## src/rtl/board_loader.sv

```systemverilog
// ============================================================================
// Module  : board_loader
// Purpose : Streams a latched 36-tile board (24 edge + 12 center slots) into
//           board memory with a ready/valid handshake. Optional illegal-code
//           abort is enabled by defining TILE_CHECK_EN.
// Rev     : 1.0  initial release
// ============================================================================
`default_nettype none

module board_loader #(
    parameter int EDGE_N   = 24,
    parameter int CENTER_N = 12,
    parameter int TILE_W   = 4
) (
    input  logic                       clk,
    input  logic                       rst,
    input  logic                       start,
    input  logic [EDGE_N*TILE_W-1:0]   edge_order,
    input  logic [CENTER_N*TILE_W-1:0] center_order,
    output logic                       wr_en,
    output logic [5:0]                 wr_addr,
    output logic [TILE_W-1:0]          wr_data,
    input  logic                       wr_ready,
    output logic                       busy,
    output logic                       done,
    output logic                       err
);

    localparam int         c_SLOTS     = EDGE_N + CENTER_N;
    localparam logic [5:0] c_LAST_EDGE = 6'(EDGE_N - 1);
    localparam logic [5:0] c_LAST_SLOT = 6'(c_SLOTS - 1);

    localparam logic [1:0] c_IDLE        = 2'd0;
    localparam logic [1:0] c_LOAD_EDGE   = 2'd1;
    localparam logic [1:0] c_LOAD_CENTER = 2'd2;
    localparam logic [1:0] c_FINISH      = 2'd3;

    logic [1:0]                 r_state;
    logic [5:0]                 r_ptr;
    logic [EDGE_N*TILE_W-1:0]   r_edge;
    logic [CENTER_N*TILE_W-1:0] r_center;

    logic                       w_loading;
    logic                       w_xfer;
    logic                       w_bad;
    logic [TILE_W-1:0]          w_slot [c_SLOTS];

    // Flat view of the latched board so the write pointer indexes it directly.
    generate
        for (genvar i = 0; i < EDGE_N; i++) begin : g_edge_slot
            assign w_slot[i] = r_edge[i*TILE_W +: TILE_W];
        end
        for (genvar j = 0; j < CENTER_N; j++) begin : g_center_slot
            assign w_slot[EDGE_N + j] = r_center[j*TILE_W +: TILE_W];
        end
    endgenerate

    assign w_loading = (r_state == c_LOAD_EDGE) || (r_state == c_LOAD_CENTER);
    assign w_xfer    = w_loading && wr_ready;

    // Outputs decode from state only, so the async reset clears them at once.
    assign wr_en   = w_loading;
    assign busy    = w_loading;
    assign done    = (r_state == c_FINISH);
    assign wr_addr = w_loading ? r_ptr : 6'd0;
    assign wr_data = w_loading ? w_slot[r_ptr] : '0;

`ifdef TILE_CHECK_EN
    localparam logic [TILE_W-1:0] c_MAX_CODE = TILE_W'(11);

    logic r_err;

    assign w_bad = w_xfer && (wr_data > c_MAX_CODE);
    assign err   = r_err;

    always_ff @(posedge clk or posedge rst) begin
        if (rst) begin
            r_err <= 1'b0;
        end else if ((r_state == c_IDLE) && start) begin
            r_err <= 1'b0;
        end else if (w_bad) begin
            r_err <= 1'b1;
        end
    end
`else
    assign w_bad = 1'b0;
    assign err   = 1'b0;
`endif

    always_ff @(posedge clk or posedge rst) begin
        if (rst) begin
            r_state  <= c_IDLE;
            r_ptr    <= 6'd0;
            r_edge   <= '0;
            r_center <= '0;
        end else begin
            case (r_state)
                c_IDLE: begin
                    if (start) begin
                        r_edge   <= edge_order;
                        r_center <= center_order;
                        r_ptr    <= 6'd0;
                        r_state  <= c_LOAD_EDGE;
                    end
                end
                c_LOAD_EDGE: begin
                    if (w_xfer) begin
                        r_ptr <= r_ptr + 6'd1;
                        if (w_bad) begin
                            r_state <= c_FINISH;
                        end else if (r_ptr == c_LAST_EDGE) begin
                            r_state <= c_LOAD_CENTER;
                        end
                    end
                end
                c_LOAD_CENTER: begin
                    if (w_xfer) begin
                        r_ptr <= r_ptr + 6'd1;
                        if (w_bad || (r_ptr == c_LAST_SLOT)) begin
                            r_state <= c_FINISH;
                        end
                    end
                end
                c_FINISH: begin
                    r_ptr   <= 6'd0;
                    r_state <= c_IDLE;
                end
                default: begin
                    r_ptr   <= 6'd0;
                    r_state <= c_IDLE;
                end
            endcase
        end
    end

endmodule

`default_nettype wire

```

## config.mk

```make
export PLATFORM = sky130hd
export DESIGN_NAME = board_loader
export DESIGN_NICKNAME = d
export VERILOG_FILES = /design/src/rtl/board_loader.sv
export SDC_FILE = /design/constraint.sdc
export NUM_CORES = 1
export LEC_CHECK = 0
export ABC_AREA = 0
export ABC_CLOCK_PERIOD_IN_PS = 14000
export CELL_PAD_IN_SITES_DETAIL_PLACEMENT = 1
export CELL_PAD_IN_SITES_GLOBAL_PLACEMENT = 1
export CORE_MARGIN = 3
export CORE_UTILIZATION = 44
export CTS_CLUSTER_DIAMETER = 120
export DETAILED_ROUTE_END_ITERATION = 6
export MAX_ROUTING_LAYER = met4
export PLACE_DENSITY_LB_ADDON = 0.1
export SYNTH_ARGS = -nofsm -noshare
export SYNTH_HDL_FRONTEND = slang
export SYNTH_SLANG_ARGS = --single-unit
```

## constraint.sdc

```tcl
create_clock -name clk -period 14 [get_ports clk]
set_clock_uncertainty 0.15 [all_clocks]
set_input_delay 2.8 -clock clk [delete_from_list [all_inputs] [get_ports clk]]
set_output_delay 2.8 -clock clk [all_outputs]
set_load 0.03 [all_outputs]
```

==> results of run 1 <==
## power groups by stage
stage                     logic, uW  clock network (uW)  registers [uW]
after global placement          761                   0             820
after detailed placement        789                   0             827
after floorplan                 641                   0             735
after CTS                       796                 471             823
after global routing            851                 492             847
final                           786                 461             823
## logic make-up after synthesis
kind of cell,after synthesis
AO/OA/AOI/OAI,35
XOR/XNOR,2
adder cells (fa/ha/maj),5
buffers and inverters,39
flip-flops,152
multiplexers,190
other,1
AND/OR/NAND/NOR,51
## layer usage
layer,up-vias,track usage
met2,126,0.361
met3,11,0.0548
met1,2375,0.274
li1,2056,-
met4,0,0.0445
met5,-,-
## worst max-delay path by stage
stage                              to  slack [ns]  cells past startpoint
final                      wr_data[1]        7.55                      6
after global routing       wr_data[1]        7.35                      6
after CTS                  wr_data[1]        7.51                      6
after detailed placement   wr_data[3]        8.01                      6
after global placement     wr_data[3]        8.05                      6
after floorplan           r_center[0]        6.96                      1
## through the flow
stage / hold slack, ns / utilization
after floorplan: 0.322 / -
after global placement: 0.333 / 0.569
after detailed placement: 0.344 / 0.569
after CTS: 0.358 / 0.608
after global routing: 0.374 / 0.608
final: 0.355 / 0.608
## final cells by class
| type | instances | area share |
|---|---|---|
| flip-flops and latches | 152 | 0.405 |
| repair buffers | 163 | 0.173 |
| inverters | 6 | 0.00293 |
| multi-input cells | 284 | 0.329 |
| clock buffers | 18 | 0.0456 |
| clock inverters | 14 | 0.0172 |
| well taps | 211 | 0.0281 |
## Yosys cell counts, types with 4 or more instances
| cell | instances | share of area |
|---|---|---|
| o221a_2 | 4 | 0.0063 |
| buf_4 | 4 | 0.0042 |
| buf_2 | 10 | 0.0071 |
| nor2_1 | 5 | 0.0026 |
| mux2_2 | 148 | 0.23 |
| ha_1 | 5 | 0.0088 |
| a22oi_1 | 8 | 0.0085 |
| nor2b_1 | 5 | 0.0044 |
| mux2i_1 | 9 | 0.013 |
| clkbuf_1 | 12 | 0.0063 |
| dfrtp_1 | 152 | 0.54 |
| a31oi_1 | 4 | 0.0035 |
| nand2_1 | 14 | 0.0074 |
| nand3_1 | 9 | 0.0063 |
| mux4_2 | 28 | 0.089 |
| a22o_1 | 6 | 0.0074 |
| and2_1 | 7 | 0.0062 |
| inv_1 | 6 | 0.0032 |
## registers in the layout, summed over array words and instances, names as in the netlist
| register | cells |
|---|---|
| r_center | 48 |
| r_ptr | 6 |
| r_edge | 96 |
| r_state | 2 |
==> flow_summary_export.csv, run 1 <==
group,metric,value,unit
global_route,antenna_found_initial,0,
cells_and_area,final_nets,777,
routing,totalWireLength,18.2,mm
synth,yosys_warnings,0,
sta,setup_viol,0,
synth,synth-seq-cells,152,
cells_and_area,finalNonFillerCells,848,
routing,dr.pass1.iters,5,
placement,placed_area,8820,sq um
floorplan,num_rows,45,
synth,synth-edff-count,0,
critical_path,reg2reg_from,"r_state[1]",
pwr,vdd_drop_max,0.109,mV
sta,period_needed,6.45,ns
critical_path,required,11.05,ns
critical_path,endpoint_kind,"primary output",
sta,fin_ws,7.55,ns
pwr,p_sw,671,uW
floorplan,io_pins,162,
global_route,grt_pass1_vias,5227,
placement,place_ws,8.01,ns
clock_tree,clock_latency,0.41,ns
clock_tree,postCtsSetupBuffers,0,
critical_path,max_stage_delay,0.60,ns
pwr,total_power,2070,uW
cells_and_area,drive_above_1_share,0.349,
critical_path,worstPathCellList,"buf_4 > mux4_2 > a22oi_1 > nand3_1 > a22o_1 > clkdlybuf4s50_1",
global_route,grt.overflow.total,0,
placement,gp_congestion,0.798,
critical_path,rrSetupSlack,10.91,ns
placement,place_inst,816,
sta,slew_headroom,0.195,
routing,top_layer,"met4",
clock_tree,numCtsBuffers,17,
synth,synth-simple-area-share,0.0372,
cells_and_area,final_cell_mix,"clkdlybuf4s50_1 (160), dfrtp_1 (150), mux2_2 (148)",
job,maxCapViolCount,0,
sta,fin_crit_sh,0.461,
sta,drv_slew,0,
sta,rsz0062_at_grt,"false",
floorplan,die_h,133,um
routing,wl_met1,7.80,mm
pwr,swShare,0.324,
floorplan,core,15500,sq um
routing,antenna_left,0,
synth,yosysUniqueCellTypes,40,
routing,wl_met3,865,um
worst_hold_path,min_path_type,"flip-flop to flip-flop",
floorplan,dieArea,17700,sq um
clock_tree,cts.sinks,152,
routing,viasPerCell,5.39,
pwr,p_clk_frac,0.223,
worst_hold_path,min_path_cells,1,
pwr,power.density,220,nW/um^2
critical_path,crit_fanout,35,
run_status,status,"finished, final reports clean",
synth,synth-xor-area-share,0.00247,
synth,synth_compound_area_frac,0.0400,
clock_tree,cts_resized,0,
cells_and_area,syn2layout_area_growth,32.5,%
synth,synthFlopType,"dfrtp_1",
clock_tree,cts_hold_buf,0,
clock_tree,clkTransAtPathRegs,0.06,ns
worst_hold_path,worstHoldStart,"r_center[38]",
sta,setup_tns,0,ns
critical_path,reg2reg_to,"r_edge[67]",
cells_and_area,antenna_cells,0,
synth,synthCells,475,
clock_tree,htree_levels,4,
synth,netlist_area,7100,sq um
global_route,grt_pass1_wl,29.0,mm
sta,tightest_slew,1.21,ns
worst_hold_path,holdPathEnd,"r_center[38]",
placement,dp_hpwl,12.9,mm
clock_tree,cts_buffer_depth,2,
routing,vias,4568,
clock_tree,cts-root-buf,"clkbuf_16",
cells_and_area,fin_area,9410,sq um
routing,wl_met2,9.36,mm
critical_path,critPathTopFamily,"buffers and inverters",
floorplan,initial_utilization,0.458,
cells_and_area,final_common_cell,"clkdlybuf4s50_1",
routing,drc,0,
pwr,power.static_leakage,0.00382,uW
clock_tree,tritoncts,"yes",
synth,synthAdderAreaFrac,0.00881,
synth,syn_area_per_cell,14.9,sq um
pwr,combPwrFrac,0.380,
pwr,sequentialPowerShare,0.398,
global_route,grt_max_degree,95,
routing,routedWlPerCell,21.4,um
cells_and_area,nFillCells,1464,
cells_and_area,multi_input_area,3090,sq um
cells_and_area,seq_area,3810,sq um
sta,hold_viol_final,0,
synth,synth-async-reset-ratio,1.00,
sta,max_freq,155,MHz
routing,drt_iter0_drc,316,
critical_path,worst-path-buf-inv,2,
floorplan,die_width,133,um
pwr,p_int,1400,uW
critical_path,rr_worst_depth,5,
critical_path,crit_start,"r_ptr[0]",
synth,yosysSeqAreaShare,0.536,
synth,synth_top_family_by_area,"multiplexers",
critical_path,critPathSlowestCell,"dfrtp_2",
critical_path,cp-start-kind,"flip-flop",
global_route,grt_usage,0.218,
synth,muxShareOfSynthArea,0.346,
synth,syn-num-nets,628,
placement,io_buffers,160,
critical_path,crit_type,"flip-flop to primary output",
critical_path,critPathArrivalTime,3.50,ns
Note: power is estimated with default switching activity, not from simulation.
==> run 2, diff against run 1 <==
ABC_CLOCK_PERIOD_IN_PS = 6300   (was 14000)
CORE_UTILIZATION = 41   (was 44)
clock period = 6.3 ns   (was 14 ns; I/O delays follow)
==> run 2 against run 1 <==
Net effect:
- non-clock buffer count increased by 2
- design area increased by 1.2%
- sequential share of layout area decreased by 0.46 points
- combinational power increased by 120%
- clock-buffer cell count increased by 1
- final cell count increased by 1.3%
- critical path depth unchanged
- wire length increased by 0.14%
- global-route usage decreased by 1.1 points
- sequential cell count unchanged
- critical endpoint is now wr_data[3]
- largest power group unchanged
==> flow_summary_export.csv, run 2 (synthesis results as in run 1) <==
group,metric,value,unit
cells_and_area,final_cell_mix,"clkdlybuf4s50_1 (160), dfrtp_1 (150), mux2_2 (148)",
placement,io_buffers,160,
critical_path,cp-start-kind,"flip-flop",
clock_tree,cts_hold_buf,0,
pwr,combPwrFrac,0.374,
floorplan,initial_utilization,0.424,
sta,period_needed,4.81,ns
cells_and_area,antenna_cells,0,
critical_path,crit_type,"flip-flop to primary output",
pwr,p_int,3240,uW
floorplan,num_rows,47,
global_route,grt_max_degree,65,
floorplan,die_width,138,um
routing,drc,0,
critical_path,max_stage_delay,0.82,ns
clock_tree,postCtsSetupBuffers,0,
worst_hold_path,worstHoldStart,"r_center[11]",
pwr,sequentialPowerShare,0.384,
clock_tree,numCtsBuffers,17,
placement,dp_hpwl,13.0,mm
sta,rsz0062_at_grt,"false",
cells_and_area,final_common_cell,"clkdlybuf4s50_1",
worst_hold_path,min_path_type,"flip-flop to flip-flop",
routing,totalWireLength,18.2,mm
routing,dr.pass1.iters,4,
pwr,p_clk_frac,0.241,
global_route,grt_pass1_wl,28.4,mm
worst_hold_path,holdPathEnd,"r_center[11]",
pwr,vdd_drop_max,0.338,mV
cells_and_area,final_util,0.568,
critical_path,endpoint_kind,"primary output",
critical_path,critPathSlowestCell,"dfrtp_2",
critical_path,reg2reg_to,"r_edge[64]",
pwr,p_sw,1470,uW
cells_and_area,regMostFlops,"r_edge",
global_route,antenna_found_initial,0,
clock_tree,htree_levels,4,
run_status,status,"finished, final reports clean",
critical_path,reg2reg_from,"r_state[0]",
sta,fin_crit_sh,0.763,
critical_path,critPathArrivalTime,3.40,ns
cells_and_area,drive_above_1_share,0.351,
critical_path,worst-path-buf-inv,2,
pwr,swShare,0.313,
routing,viasPerCell,5.24,
critical_path,required,4.89,ns
critical_path,worstPathCellList,"buf_12 > mux4_2 > a22oi_1 > nand3_1 > a22o_1 > clkdlybuf4s50_1",
floorplan,dieArea,18900,sq um
clock_tree,cts_buffer_depth,2,
critical_path,rrSetupSlack,3.65,ns
cells_and_area,finalNonFillerCells,859,
sta,max_freq,208,MHz
sta,setup_tns,0,ns
critical_path,crit_fanout,30,
sta,slew_headroom,0.402,
cells_and_area,final_nets,779,
routing,vias,4497,
pwr,power.density,495,nW/um^2
critical_path,critPathTopFamily,"buffers and inverters",
placement,place_inst,827,
pwr,power.static_leakage,0.00387,uW
global_route,grt_pass1_vias,5146,
floorplan,core,16800,sq um
global_route,grt.overflow.total,0,
worst_hold_path,min_path_cells,1,
floorplan,die_h,138,um
sta,hold_viol_final,0,
clock_tree,clock_latency,0.42,ns
clock_tree,cts-root-buf,"clkbuf_16",
placement,gp_congestion,0.805,
floorplan,io_pins,162,
clock_tree,cts_resized,0,
routing,antenna_left,0,
sta,setup_viol,0,
routing,routedWlPerCell,21.2,um
cells_and_area,reg.largest.list,"r_edge: 96 flops, r_center: 48 flops, r_ptr: 6 flops",
cells_and_area,syn2layout_area_growth,34.1,%
sta,tightest_slew,0.898,ns
global_route,grt_usage,0.207,
clock_tree,cts.sinks,152,
routing,drt_iter0_drc,258,
critical_path,rr_worst_depth,5,
sta,drv_slew,0,
job,maxCapViolCount,0,
clock_tree,clkTransAtPathRegs,0.06,ns
cells_and_area,largest_reg_flops,96,
clock_tree,tritoncts,"yes",
run 2: power by group through the flow:
| stage | clock (uW) | combinational, uW | sequential [uW] |
|---|---|---|---|
| floorplan | 0 | 1420 | 1630 |
| global placement | 0 | 1710 | 1800 |
| detailed placement | 0 | 1780 | 1820 |
| CTS | 1160 | 1800 | 1810 |
| global route | 1200 | 1910 | 1870 |
| finish | 1140 | 1760 | 1810 |
run 2: final cells by class:
class,count,area (sq um)
fillers,1587,7240
flip-flops and latches,152,3810
multi-input cells,284,3090
repair buffers,165,1650
clock buffers,19,443
well taps,220,275
clock inverters,13,218
inverters,6,27.5
run 2: how the worst max path moves through the flow:
stage          startpoint           to  slack (ns)  cells past startpoint
5_1_grt          r_ptr[0]   wr_data[3]        1.29                      6
3_5_place_dp     r_ptr[0]   wr_data[3]        1.92                      6
4_1_cts          r_ptr[0]   wr_data[3]        1.45                      6
6_report         r_ptr[0]   wr_data[3]        1.49                      6
2_1_floorplan         rst  r_center[0]        0.80                      1
3_3_place_gp     r_ptr[0]   wr_data[2]        1.95                      6
run 2: per-layer routing:
metal / global-route usage / wire length, um
met5: - / 0
met2: 0.347 / 9490
met4: 0.0499 / 149
met3: 0.0391 / 788
met1: 0.263 / 7750
run 2: through the flow:
stage,total power (uW),hold WS [ns],instance area [sq um],worst slack [ns]
detailed placement,3600,0.339,8850,1.92
global placement,3510,0.332,8850,1.95
finish,4710,0.353,9520,1.49
CTS,4770,0.355,9520,1.45
floorplan,3060,0.322,7100,0.797
global route,4990,0.358,9520,1.29
run 2: worst register-to-register path, cell delays in order, from the launching register on:
cell	delay, ns
dfrtp_1	0.39
inv_1	0.09
ha_1	0.28
nand2_4	0.48
buf_4	0.68
mux2_2	0.47
